File: src/rtl/jk_ff_controller.sv
// Round-robin command sequencer for a JK master-slave flip-flop: arbitrates two
// requesters, pulses J/K per repetition, waits for settling, then reports Q.
module jk_ff_controller #(
  parameter int SETTLE_CYCLES = 2,
  parameter int CNT_W         = 4
) (
  input  logic             CLK,
  input  logic             RST_N,
  input  logic             REQ0_VALID,
  input  logic [1:0]       REQ0_CMD,
  input  logic [CNT_W-1:0] REQ0_CNT,
  output logic             REQ0_READY,
  input  logic             REQ1_VALID,
  input  logic [1:0]       REQ1_CMD,
  input  logic [CNT_W-1:0] REQ1_CNT,
  output logic             REQ1_READY,
  output logic             JM,
  output logic             KM,
  input  logic             QS,
  output logic             BUSY,
  output logic             DONE,
  output logic             DONE_ID,
  output logic             DONE_Q
);

  localparam logic [1:0] S_IDLE   = 2'd0;
  localparam logic [1:0] S_APPLY  = 2'd1;
  localparam logic [1:0] S_WAIT   = 2'd2;
  localparam logic [1:0] S_REPORT = 2'd3;

  localparam logic [3:0]       WAIT_LAST = 4'(SETTLE_CYCLES - 1);
  localparam logic [CNT_W-1:0] CNT_ONE   = CNT_W'(1);

  logic [1:0]       state;
  logic             ptr;
  logic [1:0]       cmd_r;
  logic [CNT_W-1:0] rem;
  logic             id_r;
  logic [3:0]       wait_cnt;

  logic             grant0;
  logic             grant1;
  logic             handshake;
  logic             sel_id;
  logic [1:0]       sel_cmd;
  logic [CNT_W-1:0] sel_cnt;

  // PTR only matters when both requesters are valid at once
  always_comb begin
    grant0 = REQ0_VALID & (~REQ1_VALID | ~ptr);
    grant1 = REQ1_VALID & (~REQ0_VALID |  ptr);
  end

  assign REQ0_READY = (state == S_IDLE) & grant0;
  assign REQ1_READY = (state == S_IDLE) & grant1;
  assign handshake  = REQ0_READY | REQ1_READY;
  assign sel_id     = REQ1_READY;
  assign sel_cmd    = sel_id ? REQ1_CMD : REQ0_CMD;
  assign sel_cnt    = sel_id ? REQ1_CNT : REQ0_CNT;

  always_ff @(posedge CLK or negedge RST_N) begin
    if (!RST_N) begin
      state    <= S_IDLE;
      ptr      <= 1'b0;
      cmd_r    <= 2'b00;
      rem      <= '0;
      id_r     <= 1'b0;
      wait_cnt <= '0;
      JM       <= 1'b0;
      KM       <= 1'b0;
      BUSY     <= 1'b0;
      DONE     <= 1'b0;
      DONE_ID  <= 1'b0;
      DONE_Q   <= 1'b0;
    end else begin
      DONE <= 1'b0;
      case (state)
        S_IDLE: begin
          if (handshake) begin
            cmd_r <= sel_cmd;
            rem   <= (sel_cnt == '0) ? CNT_ONE : sel_cnt;
            id_r  <= sel_id;
            ptr   <= ~sel_id;
            JM    <= sel_cmd[1];
            KM    <= sel_cmd[0];
            BUSY  <= 1'b1;
            state <= S_APPLY;
          end
        end
        S_APPLY: begin
          rem      <= rem - CNT_ONE;
          JM       <= 1'b0;
          KM       <= 1'b0;
          wait_cnt <= WAIT_LAST;
          state    <= S_WAIT;
        end
        S_WAIT: begin
          if (wait_cnt == '0) begin
            if (rem != '0) begin
              JM    <= cmd_r[1];
              KM    <= cmd_r[0];
              state <= S_APPLY;
            end else begin
              // QS has had the full settle window since the last pulse
              DONE_Q  <= QS;
              DONE_ID <= id_r;
              DONE    <= 1'b1;
              state   <= S_REPORT;
            end
          end else begin
            wait_cnt <= wait_cnt - 4'd1;
          end
        end
        S_REPORT: begin
          BUSY  <= 1'b0;
          state <= S_IDLE;
        end
        default: state <= S_IDLE;
      endcase
    end
  end

endmodule

File: config.mk
export PLATFORM = sky130hd
export DESIGN_NAME = jk_ff_controller
export DESIGN_NICKNAME = d
export VERILOG_FILES = /design/src/rtl/jk_ff_controller.sv
export SDC_FILE = /design/constraint.sdc
export NUM_CORES = 1
export LEC_CHECK = 0
export ABC_AREA = 1
export ABC_CLOCK_PERIOD_IN_PS = 3600
export BUFFER_PORTS_ARGS = -buffer_cell sky130_fd_sc_hd__buf_2
export CORE_MARGIN = 4
export CORE_UTILIZATION = 45
export DETAILED_ROUTE_END_ITERATION = 6
export GPL_TIMING_DRIVEN = 1
export PLACE_DENSITY = 0.65
export SYNTH_ARGS = -nofsm -noshare
export SYNTH_HDL_FRONTEND = slang
export SYNTH_SLANG_ARGS = --single-unit
File: constraint.sdc
create_clock -name CLK -period 3.6 [get_ports CLK]
set_clock_uncertainty 0.2 [all_clocks]
set_input_delay 0.36 -clock CLK [delete_from_list [all_inputs] [get_ports CLK]]
set_output_delay 0.36 -clock CLK [all_outputs]
set_load 0.05 [all_outputs]
==> impl_results.md, run 1 <==
- Initial DRT Pass Iterations: 4
- Die area: 3640 sq um
- Largest net degree at the start of global routing: 21
- Critical Path AT: 1.78 ns
- Rel. slew slack: 69.9%
- Yosys top cell area share: 40.6%
- Root Driver: clkbuf_4
- Slew of the pin with the lowest slew margin: 0.451 ns
- Post-synthesis net count: 181
- Row count: 18
- Antenna violations before repair: 0
- Setup Viol. Count Final: 0
- Clock Path Buffers: 2
- Total GRT Usage: 16.0%
- Outcome: finished clean
- CP Max Fanout: 6
- Pwr per Cell Area: 883 nW/um^2
- Critical Path RT: 3.04 ns
- Clock Sinks: 20
- Setup TNS: 0 ns
- Yosys top cell by area: dfrtp_1
- Endpoints failing hold: 0
- First-pass GRT wire length: 4370 um
- Leading cell type in the layout, fill and taps excluded: nand2_1
- Total of max-cap violations: 0
- Area Growth Syn to Fin: 16.5%
- CTS clk-pin slew, worst paths: 0.12 ns
- Post-layout min period: 2.34 ns
- DR vias/cell: 5.07
- Number of synthesized register bits: 20
- # DRC: 0
- Starting density of the core: 48.5%
- Die Y: 60.4 um
- Vias in the first global route: 1078
- Hold Crit Class: input port to flip-flop
- Post-synth EDFFs: 0
- Unrepaired setup endpoints after global routing: no
- CTS Buf Count: 3
- Final weighted congestion in routability-driven placement: 0.785
- Post-Syn Area: 1230 sq um
- Post-layout nets: 211
- Worst setup EP type: primary output
- # diodes: 0
- YS warnings: 0
- Htree depth: 1
- Post-detailed-route count of antenna-violating nets: 0
- Critical Path Source Type: flip-flop
- Layout cells sized above 1: 23.2%
- Slew Viols, Final: 0
- Syn_area_per_cell: 7.91 sq um
- Routed wire length: 2530 um
- Final Cycle Share: 65.0%
- Static Leak: 0.786 nW
- Grt ovf: 0
- Port Buffer Count: 24
- Most frequent cells in the layout: nand2_1 (40), inv_1 (26), buf_2 (24)
- Cells after Synth: 156
- Clock Latency Late Sink: 0.30 ns
- Hold WS: 0.0568 ns
- CTS tree: yes
- VDD IR max: 0.535 mV
- Ys async rst share: 100%
- Per-cell routed wire length: 11.8 um
- CP Class: flip-flop to primary output
- Sequential-to-total area share from yosys stat: 40.6%
- Area of the core: 2540 sq um
- DP Wirelength: 2040 um
- Die X: 60.4 um
- DRT iter0 DRCs: 42
- Top FF cell, synth: dfrtp_1
- Num ports: 25
- Maximum clock frequency: 427 MHz
- Top cells by area, synth: dfrtp_1 (41%), nand2_1 (12%), ha_1 (8.1%)
- Post-synth cell types: 25
- Via count: 1091
- Resized Gates After CTS: 0
-- cell families after synthesis --
kind of cell             Yosys count  synth area share, %
flip-flops                        20                 40.6
adder cells (fa/ha/maj)            8                 8.11
buffers and inverters             28                 8.92
AND/OR/NAND/NOR                   71                 27.0
XOR/XNOR                           1                0.710
AO/OA/AOI/OAI                     28                 14.7
-- worst paths after layout --
kind,from,to,slack (ns),depth (start not counted)
worst max-delay path,state[0],REQ0_READY,1.26,5
worst max register to register,state[0],KM,1.71,9
min in group asynchronous,RST_N,rem[3],0.32,2
max in group asynchronous,RST_N,BUSY,2.56,2
worst min-delay path,QS,DONE_Q,0.06,3
worst min register to register,JM,JM,0.30,2
-- routing by layer --
layer	track usage, %	part of all wire, %	wire, um
met1	21.3	45	1150
met2	26.5	49	1250
met3	1.91	3.6	92
met4	6.65	1.6	41
met5	0	0	0
-- synth_stat cells (2+ instances only) --
master / instances
nor2_1: 8
o21ai_1: 3
nand4_1: 2
nand2_2: 5
ha_1: 8
a21oi_1: 4
o21ai_0: 9
o21bai_1: 3
nand2_1: 40
inv_1: 26
nand3_1: 11
dfrtp_1: 20
o22ai_1: 2
o21ai_2: 4
-- sequential cells by signal, summed over array words and instances (netlist names) --
register and flops:
rem 4, wait_cnt 4, cmd_r 2, state 2, BUSY 1, DONE 1
DONE_ID 1, DONE_Q 1, JM 1, KM 1, id_r 1, ptr 1
-- power by group --
group          internal [mW]  switching [mW]  total (mW)
sequential             0.324          0.0536       0.378
combinational          0.242           0.517       0.759
clock                 0.0617          0.0706       0.132
-- timing repair --
item | 4_1_cts | 5_1_grt
buffers inserted | 0 | 0
hold buffers | 1 | 0
hold endpoints to repair | 20 | 0
-- cell type report --
| class | instances | area (sq um) |
|---|---|---|
| inverters | 28 | 110 |
| clock buffers | 4 | 36.3 |
| flip-flops and latches | 20 | 500 |
| fillers | 250 | 1110 |
| repair buffers | 25 | 130 |
| multi-input cells | 108 | 623 |
| well taps | 30 | 37.5 |
-- metrics by stage --
| stage | utilization (%) | std cells | setup slack, ns | instance area (sq um) | power [mW] |
|---|---|---|---|---|---|
| 2_1_floorplan | - | 156 | 1.35 | 1230 | 0.974 |
| 3_3_place_gp | 54.7 | 210 | 1.67 | 1390 | 1.12 |
| 3_5_place_dp | 54.7 | 210 | 1.62 | 1390 | 1.14 |
| 4_1_cts | 56.5 | 215 | 1.26 | 1440 | 1.28 |
| 5_1_grt | 56.5 | 215 | 1.14 | 1440 | 1.40 |
| 6_report | 56.5 | 215 | 1.26 | 1440 | 1.27 |
-- worst max-delay path: stages, from the launching register on --
cell and delay (ns):
dfrtp_1 0.42, inv_1 0.13, ha_1 0.35, nand2_1 0.13, a21oi_1 0.16, buf_2 0.29
(Power assumes the default switching activity.)
==> inputs of run 2 (changes only) <==
==> config.mk (replaced) <==
export PLATFORM = sky130hd
export DESIGN_NAME = jk_ff_controller
export DESIGN_NICKNAME = d
export VERILOG_FILES = /design/src/rtl/jk_ff_controller.sv
export SDC_FILE = /design/constraint.sdc
export NUM_CORES = 1
export LEC_CHECK = 0
export ABC_AREA = 0
export ABC_CLOCK_PERIOD_IN_PS = 2140
export BUFFER_PORTS_ARGS = -buffer_cell sky130_fd_sc_hd__buf_2
export CORE_MARGIN = 4
export CORE_UTILIZATION = 45
export DETAILED_ROUTE_END_ITERATION = 6
export GPL_TIMING_DRIVEN = 1
export PLACE_DENSITY = 0.68
export SYNTH_ARGS = -nofsm -noshare
export SYNTH_HDL_FRONTEND = slang
export SYNTH_SLANG_ARGS = --single-unit
==> constraint.sdc (replaced) <==
create_clock -name CLK -period 2.14 [get_ports CLK]
set_clock_uncertainty 0.2 [all_clocks]
set_input_delay 0.214 -clock CLK [delete_from_list [all_inputs] [get_ports CLK]]
set_output_delay 0.214 -clock CLK [all_outputs]
set_load 0.05 [all_outputs]
==> run 2 against run 1 <==
Compared with the run above:
- area after synthesis down 2.3%
- setup slack worse by 1.1 ns
- register-to-register slack got worse by 1.6 ns
- worst hold slack worse by 0.036 ns
- flip-flop and latch count did not move
- count of clock-buffer cells in the layout down 1
- largest cell class unchanged
- critical endpoint is now REQ1_READY
- global-route usage grew 2.5 points
- critical path type unchanged
- non-clock buffer count rose by 10
- first-iteration DRC count grew 29%
==> impl_results.md, run 2 <==
- Num ports: 25 (unchanged)
- Met3 routed WL: 250 um (+170%)
- Slew of the pin with the lowest slew margin: 0.516 ns (+0.0642 ns)
- Clock Latency Late Sink: 0.31 ns (about the same)
- Outcome: finished clean
- Routed wire length: 2790 um (+10%)
- Port Buffer Count: 24 (unchanged)
- Endpoints failing hold: 0 (unchanged)
- Post-synth cell types: 42 (+68%)
- # DRC: 0 (unchanged)
- Slew Viols, Final: 0 (unchanged)
- Critical Path Source Type: flip-flop
- CP top delay family: flip-flops
- First-pass GRT wire length: 4970 um (+14%)
- Die Y: 59.7 um (-1.0%)
- Final weighted congestion in routability-driven placement: 0.888 (+13%)
- Die area: 3570 sq um (-2.0%)
- Post-synth EDFFs: 0 (unchanged)
- CP Buf/Inv Count: 3 (+1)
- CTS Buf Count: 3 (unchanged)
- Hold WS: 0.0205 ns (-0.0363 ns)
- Met2 wire len: 1290 um (+3.5%)
- Root Driver: clkbuf_4
- Cells after Synth: 126 (-19%)
- Top Metal Used: met4
- Synth cell count leaders: dfrtp_1 (20), nand2_1 (12), a21oi_1 (9), inv_1 (9), nor2_1 (9)
- Post-synthesis net count: 151 (-17%)
- Total of max-cap violations: 0 (unchanged)
- Antenna violations before repair: 0 (unchanged)
- Htree depth: 1 (unchanged)
- Total GRT Usage: 18.6% (+2.5 points)
- Biggest regs: rem (4), wait_cnt (4)
- Final Cycle Share: 94.3%
- Yosys top cell area share: 41.5% (+0.97 points)
- Number of synthesized register bits: 20 (unchanged)
- Sequential-to-total area share from yosys stat: 41.5% (+0.97 points)
- Ys async rst share: 100% (unchanged)
- Crit-path slowest cell: dfrtp_1
- Layout cells sized above 1: 25.9% (+2.7 points)
- Pwr Total: 2.31 mW (+82%)
- Clock Path Buffers: 2 (unchanged)
- Post-Syn Area: 1200 sq um (-2.3%)
- Post-layout nets: 188 (-11%)
- Met1 Wirelength: 1230 um (+6.7%)
- Reg2Reg Setup Slack: 0.13 ns (-1.58 ns)
- Area of the core: 2520 sq um (-0.88%)
- Top FF cell, synth: dfrtp_1
- VDD IR max: 0.787 mV (+47%)
- Rel. slew slack: 65.4% (-4.5 points)
- Via count: 1083 (-0.73%)
- CTS clk-pin slew, worst paths: 0.13 ns (about the same)
- Most frequent cells in the layout: buf_2 (23), dfrtp_1 (20), nand2_1 (12)
- Pwr per Cell Area: 1520 nW/um^2 (+73%)
- Starting density of the core: 47.8% (-0.71 points)
- Syn_area_per_cell: 9.56 sq um (+21%)
- YS warnings: 0 (unchanged)
- Yosys top cell by area: dfrtp_1
- Die X: 59.7 um (-1.0%)
- CP Class: flip-flop to primary output
- Critical Path RT: 1.73 ns (-1.31 ns)
- Top cells by area, synth: dfrtp_1 (42%), ha_1 (8.3%), a21oi_1 (3.7%)
- Per-cell routed wire length: 14.5 um (+24%)
- Worst setup EP type: primary output
- DP Wirelength: 2070 um (+1.5%)
- Vias in the first global route: 1091 (+1.2%)
- # diodes: 0 (unchanged)
- Largest net degree at the start of global routing: 21 (unchanged)
- Top-count cell post-synth: dfrtp_1
- Maximum clock frequency: 496 MHz
- Crit-path most repeated cell: inv_1
- Grt ovf: 0 (unchanged)
- DRT iter0 DRCs: 54 (+29%)
- Setup TNS: 0 ns (unchanged)
- CTS tree: yes
- Static Leak: 0.736 nW (-6.4%)
- Row count: 18 (unchanged)
- Clock Sinks: 20 (unchanged)
- Hold Crit Class: input port to flip-flop
- Post-layout min period: 2.02 ns
- Setup Viol. Count Final: 0 (unchanged)
- Area Growth Syn to Fin: 25.5%
- Leading cell type in the layout, fill and taps excluded: buf_2
- CP Max Fanout: 10 (+4)
- Post-detailed-route count of antenna-violating nets: 0 (unchanged)
- Initial DRT Pass Iterations: 4 (unchanged)
- Unrepaired setup endpoints after global routing: no
- Crit-path cells: inv_1 > ha_4 > nand2_2 > or2_4 > inv_1 > buf_6
- Crit path largest cell delay: 0.39 ns (-0.03 ns)
- Critical Path AT: 1.60 ns (-0.18 ns)
- DR vias/cell: 5.64 (+11%)
## run 2: cell count changes in the layout (fill, tap and decap cells not counted), moves of 4 or more
| cell | delta |
|---|---|
| o21ai_2 | -4 |
| nand3_1 | -6 |
| nand2_1 | -28 |
| inv_1 | -18 |
| dlygate4sd3_1 | +4 |
| a21oi_1 | +5 |
| buf_4 | +6 |
| nand2_2 | -4 |
## run 2: stage by stage
stage	std cells	setup WS [ns]	util [%]	area (sq um)
global route	192	0.00913	60.0	1510
global placement	181	0.142	54.5	1370
finish	192	0.122	60.0	1510
detailed placement	181	0.0529	54.5	1370
floorplan	126	0.0362	-	1200
CTS	192	0.0375	59.4	1500
## run 2: worst min-delay path, delay by kind of cell
| kind | cells | cell delay, ns |
|---|---|---|
| AO/OA/AOI/OAI | 2 | 0.19 |
| buffers and inverters | 1 | 0.09 |
## run 2: logic make-up after synthesis
group | count (synthesis) | share of synthesized area, %
AO/OA/AOI/OAI | 32 | 18.4
XOR/XNOR | 1 | 0.727
adder cells (fa/ha/maj) | 8 | 8.31
buffers and inverters | 12 | 4.36
flip-flops | 20 | 41.5
multiplexers | 5 | 4.36
AND/OR/NAND/NOR | 48 | 22.3
## run 2: final cells by class
class	count	area, sq um
fill	221	1010
clock buffer	3	22.5
sequential	20	500
inverter	9	33.8
tap	30	37.5
clock inverter	1	30.0
timing repair buffer	35	221
multi-input combinational	94	667
## run 2: worst paths after layout
path / from / endpoint / depth (start not counted)
worst max-delay path: state[1] / REQ1_READY / 6
worst min-delay path: REQ0_CNT[1] / rem[1] / 3
worst max register to register: wait_cnt[0] / DONE_Q / 5
worst min register to register: DONE_ID / DONE_ID / 1
max in group asynchronous: RST_N / KM / 2
min in group asynchronous: RST_N / BUSY / 2
## run 2: metal layers
layer  global-route usage [%]  vias to the layer above
met1                     23.3                      510
met5                        0                        -
met2                     30.2                       44
met3                     4.32                        4
li1                         -                      525
met4                     8.23                        0
## run 2: repair_timing
action                     in CTS  in global routing
buffers inserted                2                  0
hold endpoints to repair       23                  0
setup endpoints to repair       2                  2
hold buffers                    5                  0
gates resized for setup         3                  3
## run 2: power by group
| group | switching, mW | total (mW) | internal [mW] |
|---|---|---|---|
| clock | 0.130 | 0.320 | 0.189 |
| combinational | 0.799 | 1.33 | 0.530 |
| sequential | 0.113 | 0.657 | 0.544 |
==> inputs of run 3 (changes only) <==
--- a/config.mk
+++ b/config.mk
@@ -6,13 +6,14 @@
 export NUM_CORES = 1
 export LEC_CHECK = 0
 export ABC_AREA = 0
-export ABC_CLOCK_PERIOD_IN_PS = 2140
+export ABC_CLOCK_PERIOD_IN_PS = 1600
 export BUFFER_PORTS_ARGS = -buffer_cell sky130_fd_sc_hd__buf_2
 export CORE_MARGIN = 4
 export CORE_UTILIZATION = 45
 export DETAILED_ROUTE_END_ITERATION = 6
 export GPL_TIMING_DRIVEN = 1
 export PLACE_DENSITY = 0.68
+export SLEW_MARGIN = 25
 export SYNTH_ARGS = -nofsm -noshare
 export SYNTH_HDL_FRONTEND = slang
 export SYNTH_SLANG_ARGS = --single-unit
==> constraint.sdc (replaced) <==
create_clock -name CLK -period 1.6 [get_ports CLK]
set_clock_uncertainty 0.2 [all_clocks]
set_input_delay 0.16 -clock CLK [delete_from_list [all_inputs] [get_ports CLK]]
set_output_delay 0.16 -clock CLK [all_outputs]
set_load 0.05 [all_outputs]
==> run 3 against run 2 <==
Compared with the run above:
- the flow now finishes with violations (negative setup slack)
- count of clock-buffer cells in the layout grew 1
- sequential power is 36% higher
- largest cell class unchanged
- clock power decreased by 2%
- wire length grew 41%
- worst hold slack better by 0.0079 ns
- non-clock buffer count rose by 43
==> impl_results.md, run 3 (same netlist as run 2, synthesis figures left out) <==
- Layout cells sized above 1: 58.0% (+32 points)
- Final Cycle Share: 118%
- Clock Sinks: 20 (unchanged)
- Die area: 3570 sq um (unchanged)
- VDD IR max: 1.31 mV (+67%)
- Most frequent cells in the layout: buf_4 (39), buf_2 (23), dfrtp_1 (20)
- First-pass GRT wire length: 5850 um (+18%)
- CTS Buf Count: 3 (unchanged)
- Die Y: 59.7 um (unchanged)
- Outcome: finished with violations
- Clock Path Buffers: 2 (unchanged)
- Rel. slew slack: 68.7% (+3.4 points)
- # diodes: 0 (unchanged)
- Root Driver: clkbuf_4
- Non-filler cells, final: 235 (+22%)
- Placed Cells: 206 (+14%)
- Setup Viol. Count Final: 20 (+20)
- Antenna violations before repair: 0 (unchanged)
- Static Leak: 0.976 nW (+33%)
- Grt ovf: 0 (unchanged)
- Initial DRT Pass Iterations: 4 (unchanged)
- Final weighted congestion in routability-driven placement: 0.804 (-9.5%)
- Port Buffer Count: 24 (unchanged)
- Critical Path Source Type: flip-flop
- Post-layout nets: 231 (+23%)
- Via count: 1318 (+22%)
- Biggest regs: rem (4), wait_cnt (4)
- Total GRT Usage: 21.9% (+3.3 points)
- Slew Viols, Final: 0 (unchanged)
- Unrepaired setup endpoints after global routing: yes
- Pwr per Cell Area: 2040 nW/um^2 (+34%)
- CTS tree: yes
- Vias in the first global route: 1306 (+20%)
- Total of max-cap violations: 0 (unchanged)
- CTS clk-pin slew, worst paths: 0.13 ns (about the same)
- Leading cell type in the layout, fill and taps excluded: buf_4
- # DRC: 0 (unchanged)
- Hold Crit Class: input port to flip-flop
- Starting density of the core: 47.8% (unchanged)
- Filler cells: 158 (-29%)
- Num ports: 25 (unchanged)
- Routed wire length: 3930 um (+41%)
- Post-layout min period: 1.88 ns
- Setup slack after placement: -0.238 ns (-0.291 ns)
- Area of the core: 2520 sq um (unchanged)
- Post-detailed-route count of antenna-violating nets: 0 (unchanged)
- Final setup margin: -0.285 ns (-0.407 ns)
- Maximum clock frequency: 531 MHz
- Failing checks: negative setup slack
- Worst setup EP type: flip-flop
- Area Growth Syn to Fin: 71.9%
- Row count: 18 (unchanged)
- Die X: 59.7 um (unchanged)
- DP Wirelength: 2360 um (+14%)
- Endpoints failing hold: 0 (unchanged)
- CP Max Fanout: 4 (-6)
- Critical Path RT: 1.61 ns (-0.12 ns)
- Clock Latency Late Sink: 0.31 ns (about the same)
- DR vias/cell: 5.61 (-0.57%)
- CP Class: flip-flop to flip-flop
- Htree depth: 1 (unchanged)
- Critical Path AT: 1.89 ns (+0.29 ns)
- Largest net degree at the start of global routing: 21 (unchanged)
- DRT iter0 DRCs: 45 (-17%)
- Per-cell routed wire length: 16.7 um (+15%)
- Slew of the pin with the lowest slew margin: 0.469 ns (-0.0468 ns)
[run 3: cell count changes in the layout (fill, tap and decap cells not counted), moves of 3 or more]
cell and change:
o21ai_0 -3, inv_2 +4, ha_1 -3, a21oi_1 -5
ha_4 +3, a21oi_2 +4, inv_1 -4, buf_6 +7
nor2_1 -3, buf_4 +33
[run 3: timing repair]
item,CTS,global route
hold buffers,6,0
gates resized for setup,40,15
buffers inserted,13,8
pin swaps,12,12
cloned,1,0
endpoints found under the setup margin,20,21
hold endpoints to repair,25,0
[run 3: critical path, cell delays in order, from the launching register on]
cell	delay [ns]
dfrtp_1	0.42
inv_2	0.09
ha_4	0.17
nand2_4	0.05
or2_4	0.25
buf_6	0.13
mux2i_2	0.16
o311ai_2	0.30
[run 3: layout make-up]
cell class	instances	area, sq um	area share [%]
timing repair buffer	78	588	28.4
inverter	9	33.8	1.63
tap	30	37.5	1.81
sequential	20	500	24.2
multi-input combinational	94	875	42.2
clock buffer	4	36.3	1.75
[run 3: path summary, 6_finish.rpt]
check	startpoint	endpoint	slack, ns	cells after the start
max reg2reg	state[1]	rem[3]	-0.28	7
min reg2reg	DONE_Q	DONE_Q	0.33	1
min	REQ0_CNT[2]	rem[2]	0.03	3
max in group asynchronous	RST_N	rem[1]	0.76	2
max	state[1]	rem[3]	-0.28	7
min in group asynchronous	RST_N	DONE_Q	0.13	2
[run 3: stage by stage]
step / area (sq um) / setup TNS (ns) / utilization, % / hold WS (ns) / total power, mW
final: 2070 / -3.07 / 82.1 / 0.0284 / 4.22
after global routing: 2070 / -4.37 / 82.1 / 0.0388 / 4.49
after CTS: 1950 / -2.53 / 77.5 / 0.0227 / 3.86
after detailed placement: 1610 / -2.48 / 63.7 / -0.0594 / 3.03
after global placement: 1610 / -1.89 / 63.7 / -0.0660 / 2.94
after floorplan: 1250 / -1.25 / - / -0.336 / 2.25
[run 3: where the power goes]
part	switching (mW)	internal, mW
logic	1.53	1.48
clock network	0.176	0.139
registers	0.163	0.728
total	1.87	2.35
[run 3: layer usage]
layer	global-route usage [%]	wire length, um
met5	0	0
met4	9.81	162
met3	3.89	188
met2	38.9	2100
met1	25.2	1480
